--- config.mk ---
export PLATFORM = sky130hd
export DESIGN_NAME = op_sweep_ctrl
export DESIGN_NICKNAME = d
export VERILOG_FILES = /design/src/rtl/op_sweep_ctrl.sv
export SDC_FILE = /design/constraint.sdc
export NUM_CORES = 1
export LEC_CHECK = 0
export CAP_MARGIN = 20
export CORE_UTILIZATION = 52
export CTS_BUF_LIST = sky130_fd_sc_hd__clkbuf_16
export CTS_CLUSTER_SIZE = 8
export DETAILED_ROUTE_END_ITERATION = 8
export GPL_TIMING_DRIVEN = 0
export PLACE_DENSITY = 0.83
export SYNTH_ARGS = -nofsm -noshare
export SYNTH_HDL_FRONTEND = slang
export SYNTH_SLANG_ARGS = --single-unit
--- constraint.sdc ---
create_clock -name clk -period 2.5 [get_ports clk]
set_input_delay 0.75 -clock clk [delete_from_list [all_inputs] [get_ports clk]]
set_output_delay 0.75 -clock clk [all_outputs]
set_load 0.005 [all_outputs]
--- src/rtl/op_sweep_ctrl.sv ---
`default_nettype none
// +--------------------------------------------------------------------------+
// | op_sweep_ctrl: steps an 8:1 op-mux through all select codes and gathers   |
// | its outputs into one signature. Optional self-check: OP_SWEEP_CHECK_EN.   |
// | Revision: 1.0                                                            |
// +--------------------------------------------------------------------------+
module op_sweep_ctrl #(
  parameter int WIDTH  = 1,
  parameter int SETTLE = 1
) (
  input  logic                 clk,
  input  logic                 rst_n,
  input  logic                 start,
  input  logic                 abort,
  input  logic [WIDTH-1:0]     in1,
  input  logic [WIDTH-1:0]     in2,
  input  logic [WIDTH-1:0]     mux_out,
  output logic [WIDTH-1:0]     cin1,
  output logic [WIDTH-1:0]     cin2,
  output logic [2:0]           sel,
  output logic                 busy,
  output logic                 done,
  output logic [8*WIDTH-1:0]   result,
  output logic                 err
);

  localparam int CW = (SETTLE < 2) ? 1 : $clog2(SETTLE + 1);

  localparam logic [1:0] c_st_idle   = 2'd0;
  localparam logic [1:0] c_st_settle = 2'd1;
  localparam logic [1:0] c_st_sample = 2'd2;
  localparam logic [1:0] c_st_done   = 2'd3;

  localparam logic [CW-1:0] c_settle_cnt = CW'(SETTLE);
  localparam logic [CW-1:0] c_cnt_one    = CW'(1);

  logic [1:0]         r_state;
  logic [CW-1:0]      r_cnt;
  logic [2:0]         r_sel;
  logic [WIDTH-1:0]   r_cin1;
  logic [WIDTH-1:0]   r_cin2;
  logic [8*WIDTH-1:0] r_result;
  logic               w_accept;

  assign w_accept = (r_state == c_st_idle) && start && !abort;

  always_ff @(posedge clk or negedge rst_n) begin
    if (!rst_n) begin
      r_state  <= c_st_idle;
      r_cnt    <= '0;
      r_sel    <= 3'd0;
      r_cin1   <= '0;
      r_cin2   <= '0;
      r_result <= '0;
    end else begin
      case (r_state)
        c_st_idle: begin
          if (w_accept) begin
            r_state  <= c_st_settle;
            r_cin1   <= in1;
            r_cin2   <= in2;
            r_sel    <= 3'd0;
            r_result <= '0;
            r_cnt    <= c_settle_cnt;
          end
        end
        c_st_settle: begin
          if (abort) begin
            r_state <= c_st_idle;
          end else if (r_cnt == c_cnt_one) begin
            r_state <= c_st_sample;
          end else begin
            r_cnt <= r_cnt - c_cnt_one;
          end
        end
        c_st_sample: begin
          // Abort wins over the capture so a partial result never gains a slot late.
          if (abort) begin
            r_state <= c_st_idle;
          end else begin
            for (int k = 0; k < 8; k++) begin
              if (r_sel == 3'(k)) r_result[k*WIDTH +: WIDTH] <= mux_out;
            end
            if (r_sel == 3'd7) begin
              r_state <= c_st_done;
            end else begin
              r_sel   <= r_sel + 3'd1;
              r_cnt   <= c_settle_cnt;
              r_state <= c_st_settle;
            end
          end
        end
        c_st_done: begin
          r_state <= c_st_idle;
        end
        default: begin
          r_state <= c_st_idle;
        end
      endcase
    end
  end

  assign cin1   = r_cin1;
  assign cin2   = r_cin2;
  assign sel    = r_sel;
  assign result = r_result;
  assign busy   = (r_state == c_st_settle) || (r_state == c_st_sample);
  assign done   = (r_state == c_st_done);

`ifdef OP_SWEEP_CHECK_EN
  logic [WIDTH-1:0] w_expect;
  logic             r_err;

  always_comb begin
    w_expect = '0;
    case (r_sel)
      3'd0:    w_expect = r_cin1 & r_cin2;
      3'd1:    w_expect = r_cin1 ^ r_cin2;
      3'd2:    w_expect = ~(r_cin1 & r_cin2);
      3'd3:    w_expect = r_cin1 | r_cin2;
      3'd4:    w_expect = ~r_cin1;
      3'd5:    w_expect = ~r_cin2;
      3'd6:    w_expect = ~(r_cin1 | r_cin2);
      default: w_expect = ~(r_cin1 ^ r_cin2);
    endcase
  end

  always_ff @(posedge clk or negedge rst_n) begin
    if (!rst_n) begin
      r_err <= 1'b0;
    end else if (w_accept) begin
      r_err <= 1'b0;
    end else if ((r_state == c_st_sample) && !abort && (mux_out != w_expect)) begin
      r_err <= 1'b1;
    end
  end

  assign err = r_err;
`else
  assign err = 1'b0;
`endif

endmodule
`default_nettype wire
Word level (Yosys, flattened, before mapping)
Cells that the tools add are included.
{"block": "word_totals", "reg_bits": 16, "mem_count": 0, "mem_bits_rw": 0, "input_bits": 7, "latchBits": 0, "output_inout_bits": 16, "mem_bits_ro": 0, "elab_cells": 85}
{"block": "classes", "muxes": 27, "n_lt_le_gt_ge": 0, "shifts": 0, "eq_ne": 23, "n_bitwise": 0, "div": 0, "addsub": 2, "n_reduce_logical": 20, "mul": 0}
{"op": "AND reduction 4 bit", "n": 9}
{"op": "!= test 2 bit, second input constant", "n": 12}
{"op": "two-way mux 8 bit", "n": 2}
{"op": "one-hot mux 8 bit (2 select lines)", "n": 1}
{"op": "two-way mux 1 bit", "n": 13}
{"op": "== test 3 bit, second input constant", "n": 4}
{"op": "two-way mux 2 bit", "n": 5}
{"op": "two-way mux 3 bit", "n": 3}
{"op": "one-hot mux 2 bit (4 select lines)", "n": 1}
{"op": "== test 3 x 2 -> 1 bit, second input constant", "n": 2}
{"op": "one-hot mux 3 bit (2 select lines)", "n": 1}
{"op": "AND reduction 5 bit", "n": 1}
{"op": "== test 2 bit, second input constant", "n": 2}
{"op": "AND reduction 2 bit", "n": 2}
{"op": "adder 3 x 1 -> 3 bit, second input constant", "n": 1}
{"op": "== test 3 x 1 -> 1 bit, second input constant", "n": 1}
{"op": "zero test 3 bit", "n": 1}
{"op": "!= test 3 bit, second input constant", "n": 1}
{"op": "one-hot mux 1 bit (3 select lines)", "n": 1}
{"op": "nonzero test 3 bit", "n": 1}
{"op": "== test 2 x 1 -> 1 bit, second input constant", "n": 1}
{"op": "logical AND 1 bit", "n": 2}
{"op": "zero test 2 bit", "n": 1}
{"op": "nonzero test 2 bit", "n": 1}
{"op": "other kinds (3)", "n": 3}

Logic depth before layout (Yosys ltp)
Gate-level depths: netlist of run 1.
{"block": "logic_depth", "ltp_word": 5, "mapped_depth": 7}

Worst setup path after synthesis of run 1
No wires, ideal clock.
{"block": "synth_path", "path_kind": "reg2reg", "start": "register r_state[0]", "end": "register r_state[1]", "path_buffers": 0, "setup_slack_ps": 846, "t_arrival_ps": 1530, "setup_ps": 125, "required_ps": 2375, "synth_period_minus_slack_ps": 1654, "stages_incl_launch_ff": 7, "path_cell_list": "dfrtp_1 > inv_1 > ha_1 > nand2_1 > o21a_1 > a21oi_1 > mux2_2"}
{"block": "synth_between", "elab_chain_cells": 5, "elab_cells_between_ends": 10}
{"element": "from (decl)", "line_no": "37", "source": "logic [1:0] r_state;"}
{"element": "from (signal assigned)", "line_no": "49", "source": "r_state <= c_st_idle;"}
{"element": "from (signal assigned)", "line_no": "59", "source": "r_state <= c_st_settle;"}
{"element": "from (signal assigned)", "line_no": "69", "source": "r_state <= c_st_idle;"}
{"element": "zero test 2 bit", "line_no": "45, 56"}
{"element": "logical AND 1 bit (2 in series)", "line_no": "45", "source": "assign w_accept = (r_state == c_st_idle) && start && !abort;"}
{"element": "!= test 2 bit (no line)"}
{"element": "AND reduction 2 bit (no line)"}
Parallel ways exist; a longest one is shown, timed or not.
A chain may end at the register's enable or synchronous reset.

Worst setup path in the final report of run 1
{"block": "layout_path", "start": "register r_state[1]", "end": "output port busy"}
{"block": "layout_between", "elab_chain_cells": 2, "elab_cells_between_ends": 3}
{"element": "== test 2 x 1 -> 1 bit / == test 2 bit (equally long branches)", "line_no": "107", "source": "assign busy = (r_state == c_st_settle) || (r_state == c_st_sample);"}
{"element": "logical OR 1 bit *", "line_no": "107"}
{"element": "to (decl)", "line_no": "21", "source": "output logic busy,"}
Mark *: on every way between the ends. The rest lies on a longest branch, timed or not.

==> impl_metrics.csv, run 1 <==
group,metric,value,unit
cells_and_area,mostFrequentLayoutCells,"clkdlybuf4s50_1, nand2_1, dfrtp_1, ha_1",
die,ios,23,
timing,setup_viol,0,
setup_path,critPathMaxStageDelay,0.49,ns
timing,max_freq,448,MHz
logic_synthesis,yosys.area.top_type_share,40.3,%
timing,slew_headroom,50.6,%
run_status,outcome,"completed",
clock_tree,tritoncts,"yes",
timing,finalClockSkew,0.000939,ns
clock_tree,cts_root_buffer,"clkbuf_16",
logic_synthesis,ys_warn_count,0,
die,die_h,45.7,um
cells_and_area,drive_gt1_share,10.3,%
clock_tree,clock-sinks,16,
clock_tree,cts.repair.resized,0,
logic_synthesis,synth_area_leader_cell,"dfrtp_1",
placed_design,dp_hpwl,1.47,mm
worst_hold_path,holdCritStartpoint,"cin1",
global_routing,grtUsageMet3,3.57,%
placed_design,gp_congestion,0.793,
power,leakagePower,0.579,nW
timing,period_needed,2.23,ns
route,ant_nets,0,
logic_synthesis,netlist_area,995,sq um
clock_tree,clk_pin_slew,0.05,ns
logic_synthesis,syn_inst,102,
power,internal_power,787,uW
timing,hold_viol,0,
setup_path,crit_fanout,4,
setup_path,crit_slowest_cell,"clkdlybuf4s50_1",
logic_synthesis,netlist_top_cells_area,"dfrtp_1, ha_1, nand2_1",
cells_and_area,fin_util,74.3,%
power,combPwrFrac,44.8,%
power,ir_drop,545,uV
timing,finalCritPeriodShare,89.4,%
global_routing,grt_pass1_vias,735,
global_routing,grt_start_max_net_pins,17,
timing,setup_tns,0,ns
route,drc,0,
power,p_sw,414,uW
global_routing,grt_usage,23.0,%
global_routing,grt_pass1_wl,3.34,mm
die,start_util,56.4,%
cells_and_area,finalNetCount,146,
die,core,0.00176,sq mm
route,dr.pass1.iters,4,
timing,worst_slew_pin_slew,0.738,ns
power,cellPowerDensity,916,mW/mm^2
setup_path,start_kind,"register",
clock_tree,holdBufCountCts,0,
logic_synthesis,yosysSeqAreaShare,40.3,%
timing,rsz0062_at_grt,"false",
cells_and_area,area_growth,31.8,%
placed_design,place_inst,148,
clock_tree,cts_setup_buffers,0,
setup_path,critPathArrivalTime,1.48,ns
route,wl_per_cell,13.9,um
cells_and_area,antenna_cells,0,
clock_tree,cts_buffers,3,
cells_and_area,final_common_cell,"clkdlybuf4s50_1",
route,wirelength,2.09,mm
setup_path,r2r-start,"r_state[1]",
clock_tree,cts-htree-levels,1,
worst_hold_path,min_path_type,"register to register",
timing,final_max_slew_viol_count,0,
logic_synthesis,synth.distinct_cells,28,
global_routing,gr-total-overflow,0,
global_routing,use_met2,35.7,%
route,viasPerCell,5.43,
power,p_clk_share,25.5,%
logic_synthesis,synth-seq-cells,16,
clock_tree,clock_latency,0.24,ns
die,die_w,45.7,um
job,timing.max_cap.violations,0,
global_routing,grtUsageMet1,30.7,%
clock_tree,clk_path_buf_depth,2,
global_routing,top_usage_layer,"met2",
cells_and_area,stdcell_count,151,
power,seqPwrFrac,29.7,%
placed_design,portBuffers,21,
setup_path,critPathKind,"register to primary output",
setup_path,cp.required,1.75,ns
global_routing,antenna_found_initial,0,
setup_path,crit_chain,"inv_1, ha_1, clkdlybuf4s50_1",
logic_synthesis,synth.avg_cell_area,9.75,sq um
setup_path,crit_path_start,"r_state[1]",
setup_path,end_kind,"primary output",
route,drt_iter0_markers,23,
setup_path,rrSetupSlack,0.64,ns
die,rows,15,
logic_synthesis,syn_nets,120,
die,die-area,0.00209,sq mm
power,power_switching_share,34.5,%
route,dr_total_vias,820,
==> power by group through the flow <==
stage	combinational, mW	sequential [mW]	clock, mW
2_1_floorplan	0.333	0.358	0
3_3_place_gp	0.509	0.358	0
3_5_place_dp	0.532	0.361	0
4_1_cts	0.540	0.357	0.309
5_1_grt	0.597	0.364	0.323
6_report	0.538	0.357	0.306
==> logic make-up (layout without fill, tap and decap cells) <==
kind of cell,after synthesis,in the layout,synth area share (%)
compound gates,23,23,17.4
fa+ha+maj,11,11,13.8
buf+inv,11,35,4.78
flops,16,16,40.3
mux,6,6,6.16
other cells,1,1,0.377
simple gates,34,34,17.2
==> final cells by class <==
class	count	area [sq um]
Sequential cell	16	400
Tap cell	25	31.3
Buffer	4	21.3
Multi-Input combinational cell	75	547
Clock buffer	3	75.1
Fill cell	150	453
Inverter	7	26.3
Timing Repair Buffer	21	210
==> metrics by stage <==
stage,setup slack [ns],area (sq um),hold slack [ns],total power [mW]
3_3_place_gp,0.206,1240,0.454,0.867
5_1_grt,0.194,1310,0.505,1.28
3_5_place_dp,0.183,1240,0.462,0.893
4_1_cts,0.259,1310,0.478,1.21
6_report,0.266,1310,0.477,1.20
2_1_floorplan,0.846,995,0.443,0.691
==> Yosys cell counts <==
library cell,number
nor2_2,1
nor3_1,2
nand2_1,20
nand4_1,1
nor3b_1,1
conb_1,1
and4b_4,1
nand2b_1,4
clkbuf_1,1
o21a_1,1
o211ai_1,1
a22o_1,7
mux2i_1,5
a2bb2oi_2,1
mux2_2,1
o21ai_4,1
nand3b_1,1
o21ai_1,6
a21oi_1,4
dfrtp_1,16
nor3b_2,1
a31o_2,1
ha_1,11
a31oi_1,1
nor2_1,2
inv_1,7
buf_2,2
buf_4,1
==> state kept, by name, indices dropped and copies added (netlist names) <==
name	count
r_cnt	1
sel	3
cin2	1
cin1	1
r_state	2
result	8
==> routing by layer <==
| metal | vias up | wire [um] |
|---|---|---|
| li1 | 401 | - |
| met1 | 389 | 885 |
| met2 | 26 | 1080 |
| met3 | 4 | 98 |
| met4 | 0 | 33 |
| met5 | - | 0 |
==> critical path, delay by kind of cell (launching register included) <==
family	cells	cell delay [ns]
adder cells (fa/ha/maj)	1	0.27
buffers and inverters	2	0.59
flip-flops	1	0.39
==> worst paths after layout <==
kind	end	cells past startpoint
hold reg to reg	cin1	2
max in group asynchronous	r_state[0]	1
min in group asynchronous	result[6]	1
hold / removal	cin1	2
setup reg to reg	r_state[1]	6
setup / recovery	busy	3
Power figures use the tool's default switching activity.
==> run 2: changes to the inputs <==
ABC_CLOCK_PERIOD_IN_PS = 2500   (was default)
==> results of run 2 <==
The final DEF is identical to that of run 1; final timing and power are the same.
==> run 3: changes to the inputs <==
GPL_ROUTABILITY_DRIVEN = 1   (was default)
==> results of run 3 <==
The final DEF is identical to that of run 1; final timing and power are the same.
